[config.mk]
export PLATFORM = sky130hd
export DESIGN_NAME = param_uart_loader
export DESIGN_NICKNAME = d
export VERILOG_FILES = /design/src/rtl/param_uart_loader_pkg.sv /design/src/rtl/param_uart_loader_uart_rx_byte.sv /design/src/rtl/param_uart_loader.sv
export SDC_FILE = /design/constraint.sdc
export NUM_CORES = 1
export LEC_CHECK = 0
export CAP_MARGIN = 20
export CORE_MARGIN = 5
export CORE_UTILIZATION = 40
export CTS_BUF_LIST = sky130_fd_sc_hd__clkbuf_4
export CTS_CLUSTER_SIZE = 40
export DETAILED_ROUTE_END_ITERATION = 8
export DONT_BUFFER_PORTS = 1
export PLACE_DENSITY = 0.5
export SLEW_MARGIN = 20
export SYNTH_ARGS = -nofsm -noshare
export SYNTH_HDL_FRONTEND = slang
export SYNTH_SLANG_ARGS = --single-unit
export TNS_END_PERCENT = 100
[constraint.sdc]
create_clock -name clock -period 7.8 [get_ports clock]
set_clock_uncertainty 0.2 [all_clocks]
set_input_delay 1.56 -clock clock [delete_from_list [all_inputs] [get_ports clock]]
set_output_delay 1.56 -clock clock [all_outputs]
set_load 0.02 [all_outputs]
[src/rtl/param_uart_loader_pkg.sv]
// Shared alarm definitions: sync byte, parameter select codes and FSM encodings
// for the serial parameter loader.
package param_uart_loader_pkg;

    localparam logic [7:0] SYNC_BYTE = 8'hA5;

    localparam logic [1:0] PARAM_ARM      = 2'd0;
    localparam logic [1:0] PARAM_DRIVER   = 2'd1;
    localparam logic [1:0] PARAM_PASS     = 2'd2;
    localparam logic [1:0] PARAM_ALARM_ON = 2'd3;

    localparam logic [1:0] RX_IDLE  = 2'd0;
    localparam logic [1:0] RX_START = 2'd1;
    localparam logic [1:0] RX_DATA  = 2'd2;
    localparam logic [1:0] RX_STOP  = 2'd3;

    localparam logic [0:0] CMD_WAIT_SYNC = 1'b0;
    localparam logic [0:0] CMD_WAIT_DATA = 1'b1;

endpackage

[src/rtl/param_uart_loader_uart_rx_byte.sv]
// 8N1 UART byte receiver: 2-FF synchronizer, mid-bit sampling, one-cycle
// byte_valid / frame_err pulses.
module uart_rx_byte
    import param_uart_loader_pkg::*;
#(
    parameter int unsigned CLKS_PER_BIT = 10416
) (
    input  logic       clock,
    input  logic       reset,
    input  logic       rx,
    output logic       byte_valid,
    output logic [7:0] rx_byte,
    output logic       frame_err,
    output logic       busy
);

    localparam int unsigned CW = $clog2(CLKS_PER_BIT);
    localparam logic [CW-1:0] HALF_LAST = CW'(CLKS_PER_BIT / 2 - 1);
    localparam logic [CW-1:0] FULL_LAST = CW'(CLKS_PER_BIT - 1);

    logic          rx_meta, rx_sync;
    logic [1:0]    state, state_n;
    logic [CW-1:0] cnt, cnt_n;
    logic [2:0]    bit_idx, bit_idx_n;
    logic [7:0]    shift, shift_n;
    logic [7:0]    rx_byte_n;
    logic          byte_valid_n, frame_err_n;

    // Synchronizer resets to idle-high so reset never looks like a start bit
    always_ff @(posedge clock or posedge reset) begin
        if (reset) begin
            rx_meta <= 1'b1;
            rx_sync <= 1'b1;
        end else begin
            rx_meta <= rx;
            rx_sync <= rx_meta;
        end
    end

    always_ff @(posedge clock or posedge reset) begin
        if (reset) begin
            state      <= RX_IDLE;
            cnt        <= '0;
            bit_idx    <= '0;
            shift      <= '0;
            rx_byte    <= '0;
            byte_valid <= 1'b0;
            frame_err  <= 1'b0;
            busy       <= 1'b0;
        end else begin
            state      <= state_n;
            cnt        <= cnt_n;
            bit_idx    <= bit_idx_n;
            shift      <= shift_n;
            rx_byte    <= rx_byte_n;
            byte_valid <= byte_valid_n;
            frame_err  <= frame_err_n;
            busy       <= (state_n != RX_IDLE);
        end
    end

    always_comb begin
        state_n      = state;
        cnt_n        = cnt + CW'(1);
        bit_idx_n    = bit_idx;
        shift_n      = shift;
        rx_byte_n    = rx_byte;
        byte_valid_n = 1'b0;
        frame_err_n  = 1'b0;
        case (state)
            RX_IDLE: begin
                cnt_n     = '0;
                bit_idx_n = '0;
                if (!rx_sync) state_n = RX_START;
            end
            RX_START: begin
                if (cnt == HALF_LAST) begin
                    cnt_n   = '0;
                    state_n = rx_sync ? RX_IDLE : RX_DATA;
                end
            end
            RX_DATA: begin
                if (cnt == FULL_LAST) begin
                    cnt_n   = '0;
                    shift_n = {rx_sync, shift[7:1]};
                    if (bit_idx == 3'd7) state_n = RX_STOP;
                    else                 bit_idx_n = bit_idx + 3'd1;
                end
            end
            default: begin
                if (cnt == FULL_LAST) begin
                    cnt_n   = '0;
                    state_n = RX_IDLE;
                    if (rx_sync) begin
                        byte_valid_n = 1'b1;
                        rx_byte_n    = shift;
                    end else begin
                        frame_err_n  = 1'b1;
                    end
                end
            end
        endcase
    end

endmodule

[src/rtl/param_uart_loader.sv]
// Serial writer for the alarm time-parameter table: sync byte 0xA5 followed by
// a data byte {2'b00, sel[1:0], value[3:0]} yields one write strobe.
module param_uart_loader
    import param_uart_loader_pkg::*;
#(
    parameter int unsigned CLKS_PER_BIT = 10416,
    parameter int unsigned TIMEOUT_BITS = 20
) (
    input  logic       clock,
    input  logic       reset,
    input  logic       rx,
    output logic       wr_en,
    output logic [1:0] wr_sel,
    output logic [3:0] wr_value,
    output logic       frame_err,
    output logic       cmd_err,
    output logic       rx_busy
);

    localparam int unsigned TIMEOUT_CYCLES = TIMEOUT_BITS * CLKS_PER_BIT;
    localparam int unsigned TW = $clog2(TIMEOUT_CYCLES + 1);

    logic          byte_valid;
    logic [7:0]    rx_byte;
    logic          rx_frame_err;
    logic [0:0]    state, state_n;
    logic [TW-1:0] timer, timer_n;
    logic          wr_en_n, cmd_err_n;
    logic [1:0]    wr_sel_n;
    logic [3:0]    wr_value_n;

    uart_rx_byte #(
        .CLKS_PER_BIT(CLKS_PER_BIT)
    ) u_rx (
        .clock     (clock),
        .reset     (reset),
        .rx        (rx),
        .byte_valid(byte_valid),
        .rx_byte   (rx_byte),
        .frame_err (rx_frame_err),
        .busy      (rx_busy)
    );

    assign frame_err = rx_frame_err;

    always_ff @(posedge clock or posedge reset) begin
        if (reset) begin
            state    <= CMD_WAIT_SYNC;
            timer    <= '0;
            wr_en    <= 1'b0;
            cmd_err  <= 1'b0;
            wr_sel   <= PARAM_ARM;
            wr_value <= '0;
        end else begin
            state    <= state_n;
            timer    <= timer_n;
            wr_en    <= wr_en_n;
            cmd_err  <= cmd_err_n;
            wr_sel   <= wr_sel_n;
            wr_value <= wr_value_n;
        end
    end

    // A received byte takes priority over a timeout expiring in the same cycle
    always_comb begin
        state_n    = state;
        timer_n    = (timer != '0) ? timer - TW'(1) : timer;
        wr_en_n    = 1'b0;
        cmd_err_n  = 1'b0;
        wr_sel_n   = wr_sel;
        wr_value_n = wr_value;
        case (state)
            CMD_WAIT_SYNC: begin
                if (byte_valid && rx_byte == SYNC_BYTE) begin
                    state_n = CMD_WAIT_DATA;
                    timer_n = TW'(TIMEOUT_CYCLES);
                end
            end
            default: begin
                if (byte_valid) begin
                    if (rx_byte == SYNC_BYTE) begin
                        timer_n = TW'(TIMEOUT_CYCLES);
                    end else if (rx_byte[7:6] == 2'b00) begin
                        wr_en_n    = 1'b1;
                        wr_sel_n   = rx_byte[5:4];
                        wr_value_n = rx_byte[3:0];
                        state_n    = CMD_WAIT_SYNC;
                    end else begin
                        cmd_err_n = 1'b1;
                        state_n   = CMD_WAIT_SYNC;
                    end
                end else if (rx_frame_err) begin
                    state_n = CMD_WAIT_SYNC;
                end else if (timer == '0) begin
                    cmd_err_n = 1'b1;
                    state_n   = CMD_WAIT_SYNC;
                end
            end
        endcase
    end

endmodule

==> flow_metrics.tcl <==
set metrics [dict create \
    die_h_um 99.2 \
    cp.arrival_ns 2.84 \
    final_area_mm2 0.00340 \
    netlist-cell-type-count 47 \
    crit_family "simple AND/OR/NAND/NOR gates" \
    rsz0062_at_grt "false" \
    syn_avg_cell_area_um2 10.7 \
    grt_start_max_net_pins 68 \
    crit_required_ns 7.93 \
    cts_resized 0 \
    final.setup.tns_ns 0 \
    ant_nets 0 \
    hold_viol 0 \
    place_area_mm2 0.00328 \
    start_kind "register" \
    vias 2180 \
    cp_slowest_cell "or4_4" \
    max_freq_mhz 369 \
    wl_um 6220 \
    cts_made_buffers 9 \
    cts_tree "yes" \
    cp-end-kind "register" \
    outcome "complete, no violations" \
    fin_crit_sh_pct 34.8 \
    setup_viol 0 \
    slew_violations 0 \
    die_area_mm2 0.00983 \
    n_antenna_cell 0 \
    firstDrtPassIters 4 \
    ys_ff_latch 67 \
    ys_seq_area_share_pct 52.8 \
    post_cts_buffers 0 \
    grt.total_usage_pct 13.6 \
    hold_buffers 0 \
    start_util_pct 41.2 \
    crit_fanout 12 \
    area_growth_pct 6.85 \
    crit_buf_inv 1 \
    rows 32 \
    p_leak_nw 1.56 \
    yosysMostFrequentCell "dfrtp_1" \
    vdd_drop_max_mv 0.0917 \
    rrSetupSlack_ns 5.09 \
    clkTransAtPathRegs_ns 0.12 \
    powerDensity_mw_per_mm2 164 \
    relSlewSlack_pct 42.9 \
    cts_buffer_depth 2 \
    die_w_um 99.2 \
    ios 13 \
    async_reset_ff_share_pct 100 \
    yosys.area.top_type "dfrtp_1" \
    drt-wirelength-per-cell_um 15.4 \
    gp_congestion 0.764 \
    ys.warnings.count 0 \
    crit_path_max_incr_delay_ns 0.58 \
    synth_ff_type "dfrtp_1" \
    vias_per_cell 5.38 \
    synthTopCellsByArea "dfrtp_1, mux2_2, nor2_1" \
    hp-class "register to register" \
    drive_gt1_share_pct 16.5 \
    fp.coreArea_mm2 0.00773 \
    synth_common_cells "dfrtp_1, nor2_1, mux2_2" \
    root_buffer "clkbuf_4" \
    grt_pass1_vias 2162 \
    synth_edf_count 0 \
    clock-sinks 67 \
    path_cells "inv_1, ha_1, or4b_4, or4_4, or4_1, a21oi_1" \
    grt_pass1_wl_um 10800 \
    hpwl_um 4180 \
    crit_type "register to register" \
    dp_slack_ns 5.14 \
    synth_area_mm2 0.00318 \
    io_buffers 0 \
    antenna_found_initial 0 \
    period_needed_ns 2.71 \
    grt.overflow.total 0 \
    final.setup.worst_slack_ns 5.09 \
    synth_top_area_share_pct 51.1 \
    synth_cells 296 \
    syn-num-nets 303 \
    cap_violations 0 \
    drc_errors 0 \
    timing.hold.ws_ns 0.166 \
    clk_latency_ns 0.40 \
    drt_iter0_drc 73 \
    final_nets 305 \
    h-tree-depth 3 \
    worst_pin_slew_ns 0.857 \
]
cell type report:
cell class              count  area, um2
well taps                 102        128
clock inverters             6       42.5
flip-flops and latches     67       1680
clock buffers              10       75.1
inverters                   7       26.3
multi-input cells         211       1430
repair buffers              2       15.0
fillers                   770       4330
kinds of logic after synthesis:
kind of cell             Yosys count  share of synthesized area (%)
XOR/XNOR                          11                           3.03
adder cells (fa/ha/maj)            4                           1.57
buffers and inverters             18                           2.16
AO/OA/AOI/OAI                     48                           10.2
flip-flops                        67                           52.8
AND/OR/NAND/NOR                  123                           21.5
multiplexers                      25                           8.73
stage by stage:
stage	instances	power (mW)	util, %
floorplan	296	0.360	-
global route	405	0.582	44.0
detailed placement	389	0.363	42.5
finish	405	0.557	44.0
global placement	389	0.363	42.5
CTS	405	0.569	44.0
registers in the layout, summed over array words and instances (netlist names):
register and flops:
u_rx.rx_byte 8, u_rx.byte_valid 1, u_rx.busy 1, wr_value 4
cmd_err 1, wr_sel 2, u_rx.shift 8, state 1
u_rx.rx_meta 1, u_rx.rx_sync 1, timer 18, u_rx.cnt 14
u_rx.state 2, wr_en 1, u_rx.frame_err 1, u_rx.bit_idx 3
power breakdown:
part           switching [mW]  internal [mW]
registers            0.000643          0.348
logic                 0.00667       0.000454
clock network           0.133         0.0681
routing by layer:
metal / global-route usage (%) / vias to the layer above / part of all wire [%]
li1: - / 1101 / -
met2: 19.7 / 24 / 44
met5: 0 / - / 0
met4: 5.99 / 0 / 1.6
met3: 2.81 / 10 / 2.4
met1: 19.6 / 1045 / 52
cells in the final DEF (no fill, tap or decap), types with 3 or more instances in the layout:
cell type / netlist / layout
ha_1: 4 / 4
nand4_1: 8 / 8
or2_2: 3 / 3
nor2b_1: 4 / 4
mux2i_1: 3 / 3
a21oi_1: 13 / 13
and2_1: 3 / 3
nor3_1: 10 / 10
mux2_2: 22 / 22
nand3_1: 9 / 9
nor4bb_1: 4 / 4
or4_1: 3 / 3
or3_1: 9 / 9
nor4_1: 3 / 3
o21ai_0: 10 / 10
and3_1: 4 / 4
xor2_1: 9 / 9
inv_1: 7 / 6
o211ai_1: 6 / 6
and4_1: 3 / 3
clkbuf_4: 0 / 10
dfrtp_1: 65 / 65
clkinvlp_4: 0 / 5
o311ai_0: 3 / 3
nor2_1: 27 / 27
nand2b_1: 7 / 7
nand2_1: 18 / 18
path summary, 6_finish.rpt:
path	cells after the start	startpoint	end
setup / recovery	6	timer[0]	timer[14]
hold / removal	0	u_rx.rx_meta	u_rx.rx_sync
setup reg to reg	6	timer[0]	timer[14]
hold reg to reg	0	u_rx.rx_meta	u_rx.rx_sync
max in group asynchronous	2	reset	timer[14]
min in group asynchronous	2	reset	u_rx.shift[3]
Power figures use the tool's default switching activity.
==> RTL edit 1: new RTL, same flow settings <==
`CLKS_PER_BIT` is set to 10416 in 2 places; all go to 5208.
--- a/src/rtl/param_uart_loader_uart_rx_byte.sv
+++ b/src/rtl/param_uart_loader_uart_rx_byte.sv
@@ -4,5 +4,5 @@
     import param_uart_loader_pkg::*;
 #(
-    parameter int unsigned CLKS_PER_BIT = 10416
+    parameter int unsigned CLKS_PER_BIT = 5208
 ) (
     input  logic       clock,
--- a/src/rtl/param_uart_loader.sv
+++ b/src/rtl/param_uart_loader.sv
@@ -4,5 +4,5 @@
     import param_uart_loader_pkg::*;
 #(
-    parameter int unsigned CLKS_PER_BIT = 10416,
+    parameter int unsigned CLKS_PER_BIT = 5208,
     parameter int unsigned TIMEOUT_BITS = 20
 ) (
Function: no difference found for any inputs over 10 cycles, from zero or initial values and one cycle with reset high; that may be too few to reach the edited logic, so the function may still have changed.
==> RTL edit 1 against the original RTL <==
  * Wire length decreased by 13%
  * Count of clock-buffer cells in the layout is 1 lower
  * Setup slack improved by 0.037 ns
  * Clock power is 31% higher
  * Core utilization grew 1.3 points
  * Critical endpoint is now frame_err
  * Global-route usage fell by 1.5 points
  * Fmax rose by 1.4%
  * Area after synthesis decreased by 5.2%
  * Sequential cell count fell by 2
  * Power up 9.3%
  * Design area fell by 2.9%
==> RTL edit 1: results (changes against the original RTL) <==
INFO  metric status = completed (unchanged)
INFO  metric starting_drc_count_in_detailed_routing = 62 (was 73)
INFO  metric wl_per_cell = 14.18 um (was 15.35 um)
INFO  metric dp_hpwl = 3.613 mm (was 4.176 mm)
INFO  metric met2_track_demand_over_resource = 0.1900 (was 0.1968)
INFO  metric final_design_area_no_fill = 0.003299 mm^2 (was 0.003398 mm^2)
INFO  metric top_regs = timer: 17 flops, u_rx.cnt: 13 flops (was timer: 18 flops, u_rx.cnt: 14 flops)
INFO  metric grt_max_degree = 66 (was 68)
INFO  metric number_of_global_route_vias_before_repair = 1,903 (was 2,162)
INFO  metric grt_util_met1 = 0.1564 (was 0.1959)
INFO  metric postSynthNetCount = 280 (was 303)
INFO  metric placedInstanceArea = 0.003129 mm^2 (was 0.003281 mm^2)
INFO  metric synth.lib_cells_used.distinct = 46 (was 47)
INFO  metric grt_first_pass_wirelength = 9.349 mm (was 10.83 mm)
INFO  metric route.vias.total = 1,980 (was 2,180)
INFO  metric post_drt_via_cell_ratio = 5.183 (was 5.383)
INFO  metric critical_path_arrival = 0.91 ns (was 2.84 ns)
INFO  metric worst_vdd_drop = 106.5 uV (was 91.74 uV)
INFO  metric yosysSeqAreaShare = 0.5405 (was 0.5279)
INFO  metric netlist_instances = 272 (was 296)
INFO  metric static-leakage-power = 0.001588 uW (was 0.001562 uW)
INFO  metric final_net_count = 286 (was 305)
INFO  metric globalRouteMet3Util = 0.04532 (was 0.02805)
INFO  metric path_max_fanout = 3 (was 12)
INFO  metric placement.setup.worst_slack = 5.301 ns (was 5.143 ns)
INFO  metric routabilityCongestion = 0.7042 (was 0.7637)
INFO  metric synth_common_cells = sky130_fd_sc_hd__dfrtp_1 (63), sky130_fd_sc_hd__nor2_1 (34), sky130_fd_sc_hd__nand2_1 (23) (was sky130_fd_sc_hd__dfrtp_1 (65), sky130_fd_sc_hd__nor2_1 (27), sky130_fd_sc_hd__mux2_2 (22))
==> RTL edit 1: per-layer routing <==
layer  up-vias  share of wire
met5         -              0
met4         0          0.012
met3         6          0.038
met2        28           0.46
met1       967           0.49
li1        979              -
==> RTL edit 1: logic make-up (layout without fill, tap and decap cells) <==
logic type               Yosys count  in the layout  share of synthesized area
XOR/XNOR                          18             18                    0.05230
multiplexers                      22             22                    0.08219
buffers and inverters             11             22                    0.01370
AND/OR/NAND/NOR                  121            121                     0.2296
adder cells (fa/ha/maj)            5              5                    0.02076
AO/OA/AOI/OAI                     30             30                    0.06102
flip-flops                        65             65                     0.5405
==> RTL edit 1: worst paths after layout <==
| check | from | to | slack [ns] | cells after the start |
|---|---|---|---|---|
| worst min register to register | u_rx.rx_meta | u_rx.rx_sync | 0.16 | 0 |
| worst max register to register | timer[9] | timer[4] | 5.41 | 5 |
| max in group asynchronous | reset | u_rx.state[0] | 5.82 | 2 |
| worst min-delay path | u_rx.rx_meta | u_rx.rx_sync | 0.16 | 0 |
| min in group asynchronous | reset | timer[15] | 1.05 | 2 |
| worst max-delay path | u_rx.frame_err | frame_err | 5.13 | 0 |
==> RTL edit 1: layout make-up <==
type                    count  area share
multi-input cells         196      0.4092
repair buffers              1    0.002275
clock buffers               9     0.02048
flip-flops and latches     65      0.4937
inverters                   5    0.005688
clock inverters             7     0.03110
well taps                  99     0.03754
==> RTL edit 1: power by group <==
group          internal (uW)  switching (uW)  leakage [uW]
clock                    132             131     0.0000867
combinational          0.440            6.31      0.000620
sequential               338           0.561      0.000881
==> RTL edit 2: new RTL, config.mk and constraints unchanged <==
Made on the original files. `shift` and `rx_byte` no longer have a reset.
--- a/src/rtl/param_uart_loader_uart_rx_byte.sv
+++ b/src/rtl/param_uart_loader_uart_rx_byte.sv
@@ -43,6 +43,4 @@
             cnt        <= '0;
             bit_idx    <= '0;
-            shift      <= '0;
-            rx_byte    <= '0;
             byte_valid <= 1'b0;
             frame_err  <= 1'b0;
@@ -52,10 +50,13 @@
             cnt        <= cnt_n;
             bit_idx    <= bit_idx_n;
-            shift      <= shift_n;
-            rx_byte    <= rx_byte_n;
             byte_valid <= byte_valid_n;
             frame_err  <= frame_err_n;
             busy       <= (state_n != RX_IDLE);
         end
+    end
+
+    always_ff @(posedge clock) begin
+        shift   <= shift_n;
+        rx_byte <= rx_byte_n;
     end
 
Formal check against the unedited RTL: no difference found for any inputs over 10 cycles, from zero or initial values and one cycle with reset high; that may be too few to reach the edited logic, so the function may still have changed.
==> RTL edit 2 against the original RTL <==
  * Area after synthesis decreased by 2.4%
  * Count of clock-buffer cells in the layout shrank 1
  * Synthesized cell count is 6.8% lower
  * Wire length fell by 6.1%
  * Setup slack lost 0.22 ns
  * Sequential cell count unchanged
  * Sequential power grew 3%
  * Power grew 14%
  * Non-clock buffer count unchanged
  * Combinational power is 17% lower
  * Critical path type unchanged
  * Critical endpoint is now u_rx.rx_byte[3]
  * Design area shrank 0.66%
  * Largest cell class unchanged
==> RTL edit 2: results (changes against the original RTL) <==
INFO  metric yosysSeqAreaShare = 0.5669 (was 0.5279)
INFO  metric final_net_count = 288 (was 305)
INFO  metric path_max_fanout = 10 (was 12)
INFO  metric count_of_buffers_from_port_buffering = 0 (unchanged)
INFO  metric routabilityCongestion = 0.7998 (was 0.7637)
INFO  metric yosys-top-cells-area = sky130_fd_sc_hd__dfrtp_1 (40%), sky130_fd_sc_hd__edfxtp_1 (15%), sky130_fd_sc_hd__nor2_1 (3.3%) (was sky130_fd_sc_hd__dfrtp_1 (51%), sky130_fd_sc_hd__mux2_2 (7.8%), sky130_fd_sc_hd__nor2_1 (3.2%))
INFO  metric post_cts.repair.setup_buffers = 0 (unchanged)
INFO  metric synth_common_cells = sky130_fd_sc_hd__dfrtp_1 (49), sky130_fd_sc_hd__nor2_1 (27), sky130_fd_sc_hd__edfxtp_1 (16), sky130_fd_sc_hd__nand2_1 (16), sky130_fd_sc_hd__nor3_1 (14) (was sky130_fd_sc_hd__dfrtp_1 (65), sky130_fd_sc_hd__nor2_1 (27), sky130_fd_sc_hd__mux2_2 (22))
INFO  metric postSynthNetCount = 283 (was 303)
INFO  metric layout-drive-gt1-share = 0.1294 (was 0.1650)
INFO  metric asyncSetResetFlopFracSynth = 0.7612 (was 1.000)
INFO  metric insertion_delay = 0.42 ns (was 0.40 ns)
INFO  metric slowest_stage = sky130_fd_sc_hd__nor2_1 (was sky130_fd_sc_hd__or4_4)
INFO  metric track_usage = 0.1329 (was 0.1358)
INFO  metric status = completed (unchanged)
INFO  metric maxSlewHeadroom = 0.2908 (was 0.4287)
INFO  metric grt_first_pass_wirelength = 10.14 mm (was 10.83 mm)
INFO  metric synth_edf_count = 16 (was 0)
INFO  metric starting_drc_count_in_detailed_routing = 129 (was 73)
INFO  metric number_of_global_route_vias_before_repair = 2,012 (was 2,162)
INFO  metric dp_hpwl = 3.776 mm (was 4.176 mm)
INFO  metric grt_max_degree = 52 (was 68)
INFO  metric critical_path_arrival = 2.79 ns (was 2.84 ns)
INFO  metric synth.lib_cells_used.distinct = 55 (was 47)
INFO  metric drt_wl_total = 5.841 mm (was 6.218 mm)
INFO  metric worst_vdd_drop = 73.05 uV (was 91.74 uV)
INFO  metric static-leakage-power = 0.001443 uW (was 0.001562 uW)
==> RTL edit 2: changes by cell type after synthesis, moves of 4 or more <==
cell                       before  now
sky130_fd_sc_hd__inv_1          7   13
sky130_fd_sc_hd__clkbuf_1      10    5
sky130_fd_sc_hd__dfrtp_1       65   49
sky130_fd_sc_hd__o21ai_0       10    6
sky130_fd_sc_hd__o211ai_1       6    2
sky130_fd_sc_hd__nor3_1        10   14
sky130_fd_sc_hd__mux2i_1        3    7
sky130_fd_sc_hd__xnor2_1        2    9
sky130_fd_sc_hd__xor2_1         9    1
sky130_fd_sc_hd__edfxtp_1       0   16
sky130_fd_sc_hd__mux2_2        22    6
==> RTL edit 2: kinds of logic after synthesis <==
group / share of synthesized area
mux: 0.04919
buf+inv: 0.02944
compound gates: 0.09597
xor+xnor: 0.02823
flops: 0.5669
fa+ha+maj: 0.01613
simple gates: 0.2141
==> RTL edit 2: worst register-to-register path: stages, from the launching register on <==
cell,delay (ns)
sky130_fd_sc_hd__dfrtp_1,0.40
sky130_fd_sc_hd__ha_1,0.23
sky130_fd_sc_hd__or4bb_1,0.54
sky130_fd_sc_hd__nor4_4,0.41
sky130_fd_sc_hd__nand3_1,0.23
sky130_fd_sc_hd__nor2_1,0.57
==> RTL edit 2: path summary, 6_finish.rpt <==
check	end	cells past startpoint	slack, ns	start
worst max register to register	u_rx.rx_byte[3]	5	4.87	u_rx.cnt[0]
worst min-delay path	u_rx.rx_sync	0	0.17	u_rx.rx_meta
min in group asynchronous	u_rx.cnt[10]	2	0.99	reset
worst max-delay path	u_rx.rx_byte[3]	5	4.87	u_rx.cnt[0]
max in group asynchronous	wr_value[3]	2	5.96	reset
worst min register to register	u_rx.rx_sync	0	0.17	u_rx.rx_meta
==> RTL edit 2: final cells by class <==
cell class,count,area (um^2)
Inverter,13,48.80
Clock inverter,7,98.84
Fill cell,712,4272
Clock buffer,9,67.56
Timing Repair Buffer,2,15.01
Tap cell,102,127.6
Multi-Input combinational cell,188,1259
Sequential cell,67,1759
==> RTL edit 2: metal layers <==
| metal | vias up | wire length (um) | track usage |
|---|---|---|---|
| met1 | 999 | 2892 | 0.1853 |
| met5 | - | 0 | 0 |
| met2 | 31 | 2626 | 0.1927 |
| li1 | 1033 | - | - |
| met4 | 0 | 109 | 0.05751 |
| met3 | 9 | 213 | 0.03786 |
==> RTL edit 2: power breakdown <==
part	internal [uW]	total, uW	switching (uW)
Sequential	358	359	0.514
Clock	132	271	139
Combinational	0.478	5.91	5.43
Total	491	636	145
==> RTL edit 2: per-stage QoR <==
step	area [um^2]	instances
finish	3376	388
global route	3376	388
CTS	3376	388
detailed placement	3209	372
global placement	3209	372
floorplan	3103	276
